$ cat src/rtl/cache_ctrl.sv
// Direct-mapped, write-back, write-allocate cache controller with one-word lines,
// uncached bypass, per-index flush and hit/miss counters.
module cache_ctrl #(
  parameter int unsigned INDEX_BITS = 4
) (
  input  logic        clk,
  input  logic        rst,
  input  logic        Req_CPU,
  input  logic        Wr_CPU,
  input  logic [31:0] A_CPU,
  input  logic [31:0] Data_CPU_Wr,
  input  logic [1:0]  Ins_Type,
  output logic        Ready_Cache,
  output logic [31:0] Data_CPU_Rd,
  output logic        Req_Mem,
  output logic        Wr_Mem,
  output logic [31:0] A_Mem,
  output logic [31:0] Data_Mem_Wr,
  input  logic        Ready_Mem,
  input  logic [31:0] Data_Mem_Rd,
  output logic [31:0] Hit_Count,
  output logic [31:0] Miss_Count
);

  localparam int unsigned LINES = 1 << INDEX_BITS;
  localparam int unsigned TAG_W = 32 - INDEX_BITS;

  localparam logic [1:0] T_DATA   = 2'b00;
  localparam logic [1:0] T_INSTR  = 2'b01;
  localparam logic [1:0] T_BYPASS = 2'b10;
  localparam logic [1:0] T_FLUSH  = 2'b11;

  typedef enum logic [2:0] {IDLE, WB, FILL, BYPASS, RESP} state_t;

  state_t                  state;
  logic [LINES-1:0]        valid;
  logic [LINES-1:0]        dirty;
  logic [TAG_W-1:0]        tags  [LINES];
  logic [31:0]             lines [LINES];

  logic [31:0]             addr;
  logic [31:0]             wdata;
  logic                    wr;
  logic [1:0]              typ;

  logic [INDEX_BITS-1:0]   cpu_idx;
  logic [TAG_W-1:0]        cpu_tag;
  logic [INDEX_BITS-1:0]   req_idx;
  logic [TAG_W-1:0]        req_tag;
  logic                    cpu_wr;
  logic                    hit;
  logic                    victim_dirty;

  // Address split and tag compare for the incoming request and the latched one.
  always_comb begin
    cpu_idx      = A_CPU[INDEX_BITS-1:0];
    cpu_tag      = A_CPU[31:INDEX_BITS];
    req_idx      = addr[INDEX_BITS-1:0];
    req_tag      = addr[31:INDEX_BITS];
    cpu_wr       = Wr_CPU && (Ins_Type != T_INSTR);
    hit          = valid[cpu_idx] && (tags[cpu_idx] == cpu_tag);
    victim_dirty = valid[cpu_idx] && dirty[cpu_idx];
  end

  always_ff @(posedge clk) begin
    if (rst) begin
      state       <= IDLE;
      valid       <= '0;
      dirty       <= '0;
      Ready_Cache <= 1'b0;
      Data_CPU_Rd <= '0;
      Req_Mem     <= 1'b0;
      Wr_Mem      <= 1'b0;
      A_Mem       <= '0;
      Data_Mem_Wr <= '0;
      Hit_Count   <= '0;
      Miss_Count  <= '0;
      addr        <= '0;
      wdata       <= '0;
      wr          <= 1'b0;
      typ         <= T_DATA;
    end else begin
      unique case (state)
        IDLE: begin
          if (Req_CPU) begin
            addr  <= A_CPU;
            wdata <= Data_CPU_Wr;
            wr    <= cpu_wr;
            typ   <= Ins_Type;
            unique case (Ins_Type)
              T_DATA, T_INSTR: begin
                if (hit) begin
                  Hit_Count <= Hit_Count + 32'd1;
                  if (cpu_wr) begin
                    lines[cpu_idx] <= Data_CPU_Wr;
                    dirty[cpu_idx] <= 1'b1;
                  end else begin
                    Data_CPU_Rd <= lines[cpu_idx];
                  end
                  Ready_Cache <= 1'b1;
                  state       <= RESP;
                end else begin
                  Miss_Count <= Miss_Count + 32'd1;
                  if (victim_dirty) begin
                    Req_Mem     <= 1'b1;
                    Wr_Mem      <= 1'b1;
                    A_Mem       <= {tags[cpu_idx], cpu_idx};
                    Data_Mem_Wr <= lines[cpu_idx];
                    state       <= WB;
                  end else if (cpu_wr) begin
                    // One-word lines: a write miss allocates without a fill.
                    lines[cpu_idx] <= Data_CPU_Wr;
                    tags[cpu_idx]  <= cpu_tag;
                    valid[cpu_idx] <= 1'b1;
                    dirty[cpu_idx] <= 1'b1;
                    Ready_Cache    <= 1'b1;
                    state          <= RESP;
                  end else begin
                    Req_Mem <= 1'b1;
                    Wr_Mem  <= 1'b0;
                    A_Mem   <= A_CPU;
                    state   <= FILL;
                  end
                end
              end
              T_BYPASS: begin
                Req_Mem     <= 1'b1;
                Wr_Mem      <= Wr_CPU;
                A_Mem       <= A_CPU;
                Data_Mem_Wr <= Data_CPU_Wr;
                state       <= BYPASS;
              end
              default: begin
                if (victim_dirty) begin
                  Req_Mem     <= 1'b1;
                  Wr_Mem      <= 1'b1;
                  A_Mem       <= {tags[cpu_idx], cpu_idx};
                  Data_Mem_Wr <= lines[cpu_idx];
                  state       <= WB;
                end else begin
                  valid[cpu_idx] <= 1'b0;
                  dirty[cpu_idx] <= 1'b0;
                  Data_CPU_Rd    <= '0;
                  Ready_Cache    <= 1'b1;
                  state          <= RESP;
                end
              end
            endcase
          end
        end
        WB: begin
          if (Ready_Mem) begin
            Req_Mem <= 1'b0;
            if (typ == T_FLUSH) begin
              valid[req_idx] <= 1'b0;
              dirty[req_idx] <= 1'b0;
              Data_CPU_Rd    <= '0;
              Ready_Cache    <= 1'b1;
              state          <= RESP;
            end else if (wr) begin
              lines[req_idx] <= wdata;
              tags[req_idx]  <= req_tag;
              valid[req_idx] <= 1'b1;
              dirty[req_idx] <= 1'b1;
              Ready_Cache    <= 1'b1;
              state          <= RESP;
            end else begin
              // Fill address is set up now; FILL raises Req_Mem on the next edge.
              Wr_Mem <= 1'b0;
              A_Mem  <= addr;
              state  <= FILL;
            end
          end
        end
        FILL: begin
          if (!Req_Mem) begin
            Req_Mem <= 1'b1;
          end else if (Ready_Mem) begin
            Req_Mem        <= 1'b0;
            lines[req_idx] <= Data_Mem_Rd;
            tags[req_idx]  <= req_tag;
            valid[req_idx] <= 1'b1;
            dirty[req_idx] <= 1'b0;
            Data_CPU_Rd    <= Data_Mem_Rd;
            Ready_Cache    <= 1'b1;
            state          <= RESP;
          end
        end
        BYPASS: begin
          if (Ready_Mem) begin
            Req_Mem     <= 1'b0;
            Data_CPU_Rd <= wr ? 32'd0 : Data_Mem_Rd;
            Ready_Cache <= 1'b1;
            state       <= RESP;
          end
        end
        RESP: begin
          Ready_Cache <= 1'b0;
          Data_CPU_Rd <= '0;
          state       <= IDLE;
        end
        default: state <= IDLE;
      endcase
    end
  end

endmodule

$ cat config.mk
export PLATFORM = sky130hd
export DESIGN_NAME = cache_ctrl
export DESIGN_NICKNAME = d
export VERILOG_FILES = /design/src/rtl/cache_ctrl.sv
export SDC_FILE = /design/constraint.sdc
export NUM_CORES = 2
export LEC_CHECK = 0
export CAP_MARGIN = 0
export CORE_UTILIZATION = 65
export CTS_CLUSTER_DIAMETER = 40
export DETAILED_ROUTE_END_ITERATION = 6
export GPL_TIMING_DRIVEN = 0
export PLACE_DENSITY = 0.86
export SLEW_MARGIN = 15
export SYNTH_ARGS = -nofsm -noshare
export SYNTH_HDL_FRONTEND = slang
export SYNTH_SLANG_ARGS = --single-unit
$ cat constraint.sdc
create_clock -name clk -period 10.6 [get_ports clk]
set_input_delay 2.12 -clock clk [delete_from_list [all_inputs] [get_ports clk]]
set_output_delay 2.12 -clock clk [all_outputs]
set_load 0.01 [all_outputs]
==> metrics.txt <==
result of the run finished with violations; violations in the final reports design-rule violations; final critical-path required period 9.14 ns; critical path data required time 11.11 ns; arrival time of the worst setup path 9.64 ns; Critical Path Fanout Max 15; type of the worst setup path in -> reg; fraction of registers with async set/reset 0%; maximum number of pins on one net before global-route repair 21; switching share of power 26.8%; number of top-level pins 266; final routed wirelength across all metal layers 192000 µm; remaining design rule violation count 175; crit start category primary input; share of total power in combinational logic 11.3%; global-route wire length before repair 270000 µm; number of buffers inserted by post-CTS setup repair 0; Final Util 78.3%; count of yosys warnings during synthesis 0; # nets final 4122; cell area power density 190 nW/µm²; die boundary width 284 µm; layout-stage area growth over the synthesis result 19.1%; main flop type after synthesis sky130_fd_sc_hd__edfxtp_1; count of cells resized by post-cts repair 0; synthesized area per cell 14.5 µm²; clock slew seen by the registers of the worst setup and hold paths 0.06 ns; Clock Root Buffer sky130_fd_sc_hd__clkbuf_16; peak per-stage delay on the critical path 1.03 ns; number of hold buffers added after CTS 0; path class of the lowest-slack min-delay path reg -> reg; depth of the CTS H-tree 4; clock latency at the later pin of the worst-skew pair 0.80 ns; Yosys cell types 78; number of nets in the synthesized netlist 3672; count of flip-flops with a built-in enable after synthesis 960; instance count after placement with tap cells included 4921; all-layer global routing usage 47.4%; post-synthesis cell type with the largest combined area sky130_fd_sc_hd__edfxtp_1; Int Pwr 8560 µW; Worst Reg-to-Reg Cells 13; number of global-route vias before repair 38867; worst slew pin tran 1.40 ns; Hold Path Sink wdata[19]; Starting Density 65.7%; number of instances in the synthesized netlist 3567; total of fill cells in the finished design 4090; non-filler cells in the finished layout 5188; final period utilization 86.2%; clk_skew 0.0529 ns; final max-slew violation count 0; core area 78900 µm²; First-pass DRT Iterations 7; clock tree from TritonCTS yes; total leakage power 0.0204 µW; final worst hold slack 0.466 ns; standard cell with the maximum stage delay on the critical path sky130_fd_sc_hd__nor4_4; via count 39518; vias per inst 7.62; worst reg2reg setup slack 4.31 ns; end of the worst register-to-register path tags[9][15]; grt ovf 0; Peak supply drop 170 µV; Post-DRT Antenna Nets 0; clock sink count 1225; clock share of power 42.8%; initial drt markers 8363; estimated wirelength of the detail-placed design 121000 µm; Die ar. 80800 µm²; number of port buffers 252; worst setup path startpoint A_CPU[3]; share of power burned in registers 46.0%; number of buffer and inverter instances along the worst setup path 6; Die Span Y 284 µm; sort of element at the end of the critical path flop; top cell types by occurrence after synthesis 960 x sky130_fd_sc_hd__edfxtp_1, 369 x sky130_fd_sc_hd__nand2_1, 318 x sky130_fd_sc_hd__nor2_1; net switching power of the design 3140 µW; total area of multi-input combinational cells 16700 µm²; cell types with the largest area share after synthesis sky130_fd_sc_hd__edfxtp_1 56%, sky130_fd_sc_hd__mux4_2 11%, sky130_fd_sc_hd__dfxtp_1 10%; placed inst area 56900 µm²; unrepaired setup endpoints after global routing false; Synth top area share 55.6%; CTS Buf Count 143; flip-flop and latch count after synthesis 1225; Max Clock Freq 109 MHz; Final Hold Viols 0; cell area after layout 61700 µm²; final count of negative-setup-slack endpoints 0; Crit Reg-Reg Startpoint tags[0][18]; kind of cell adding the most delay to the critical path buffers and inverters; worst slew margin relative to its limit 6.56%; most common cell in the synthesized netlist sky130_fd_sc_hd__edfxtp_1; placer's final routability congestion estimate 1.02; Seq. cell area 34100 µm²; share of synthesized area occupied by flip-flops and latches 65.9%; Clock Path Buffers 3; number of antenna violations at the first check in global routing 7; max-cap viol count 0; worst hold path cell count 2; ordered cell list for the critical path clkdlybuf4s50_1, buf_2, buf_1, mux4_2, xor2_1, o21ai_1, nand3_1, o31ai_1, nand4_1, nor4_4, buf_2, nor2_1, a31oi_1, nor2_4, buf_16, buf_16; Post-Syn Area 51800 µm²; worst min-delay path startpoint wdata[19]; power consumption 11700 µW; number of rows created at floorplan 103; fraction of final layout cells with drive strength greater than 1 17.8%; routed length per placed instance 37.1 µm
==> power groups by stage <==
| stage | Combinational, µW | Sequential [µW] | Clock (µW) |
|---|---|---|---|
| final | 1320 | 5380 | 5000 |
| after global routing | 1320 | 5370 | 5140 |
| after CTS | 1230 | 5360 | 4940 |
| after detailed placement | 1190 | 5460 | 0 |
| after global placement | 1140 | 5460 | 0 |
| after floorplan | 649 | 5450 | 0 |
==> flip-flops by register name, summed over array words and instances, names as in the netlist, 32 cells and up, named ones only <==
name,flops
wdata,32
addr,32
A_Mem,32
Data_CPU_Rd,32
Hit_Count,32
tags,448
Miss_Count,32
lines,512
Data_Mem_Wr,32
==> worst max-delay path by stage <==
stage | end | slack (ns) | depth (start not counted)
after CTS | tags[9][11] | 2.12 | 16
after floorplan | lines[7][0] | 3.79 | 14
after global placement | lines[15][10] | -0.87 | 14
final | tags[9][15] | 1.46 | 16
after detailed placement | tags[9][11] | 1.49 | 15
after global routing | tags[9][15] | 1.73 | 16
==> logic make-up (layout without fill, tap and decap cells) <==
kind of cell	after synthesis	count (layout)	share of synthesized area, %
other	0	2	0
and+or+nand+nor	924	924	7.80
muxes	454	454	14.9
adders and majority gates	2	2	0.0483
DFF	1225	1225	65.9
xor gates and xnor gates	53	53	0.896
AOI/OAI and AO/OA	623	623	8.03
buffers and inverters	286	855	2.41
==> routing by layer <==
layer,vias up,track usage [%],wire length (µm)
met1,18837,59.0,59800
met2,4638,68.1,82000
li1,14717,-,-
met4,8,30.6,16200
met3,1318,20.6,34300
met5,-,0,54
==> worst reg2reg max path, cell delays in order (launching register included) <==
cell,delay (ns)
sky130_fd_sc_hd__edfxtp_1,0.40
sky130_fd_sc_hd__mux4_2,0.56
sky130_fd_sc_hd__xor2_1,0.21
sky130_fd_sc_hd__o21ai_1,0.51
sky130_fd_sc_hd__nand3_1,0.19
sky130_fd_sc_hd__o31ai_1,0.53
sky130_fd_sc_hd__nand4_1,0.29
sky130_fd_sc_hd__nor4_4,1.03
sky130_fd_sc_hd__buf_2,0.46
sky130_fd_sc_hd__nor2_1,0.18
sky130_fd_sc_hd__a31oi_1,0.90
sky130_fd_sc_hd__nor2_4,0.29
sky130_fd_sc_hd__buf_16,0.27
sky130_fd_sc_hd__buf_16,0.19
==> cell type report <==
class,instances,share of cell area (%)
buffer,250,1.83
timing repair buffer,305,5.72
clock inverter,94,1.70
tap,1050,2.13
clock buffer,170,6.03
sequential,1225,55.3
inverter,36,0.219
multi-input combinational,2056,27.1
antenna,2,0.00811
==> placed cells by master, fill, tap and decap left out, types with 37 or more instances in the layout <==
master,n
sky130_fd_sc_hd__a211oi_1,86
sky130_fd_sc_hd__a21oi_1,167
sky130_fd_sc_hd__a22oi_1,57
sky130_fd_sc_hd__clkbuf_1,180
sky130_fd_sc_hd__clkbuf_16,144
sky130_fd_sc_hd__clkdlybuf4s50_1,252
sky130_fd_sc_hd__dfxtp_1,265
sky130_fd_sc_hd__edfxtp_1,960
sky130_fd_sc_hd__mux2_2,39
sky130_fd_sc_hd__mux2i_1,162
sky130_fd_sc_hd__mux4_2,251
sky130_fd_sc_hd__nand2_1,369
sky130_fd_sc_hd__nor2_1,286
sky130_fd_sc_hd__o21ai_0,64
sky130_fd_sc_hd__o21ai_1,48
sky130_fd_sc_hd__xnor2_1,37
==> through the flow <==
stage	setup WS (ns)	setup TNS, ns
after floorplan	3.79	0
after global placement	-0.873	-317.13
after detailed placement	1.49	0
after CTS	2.12	0
after global routing	1.73	0
final	1.46	0
Note: power is estimated with default switching activity, not from simulation.
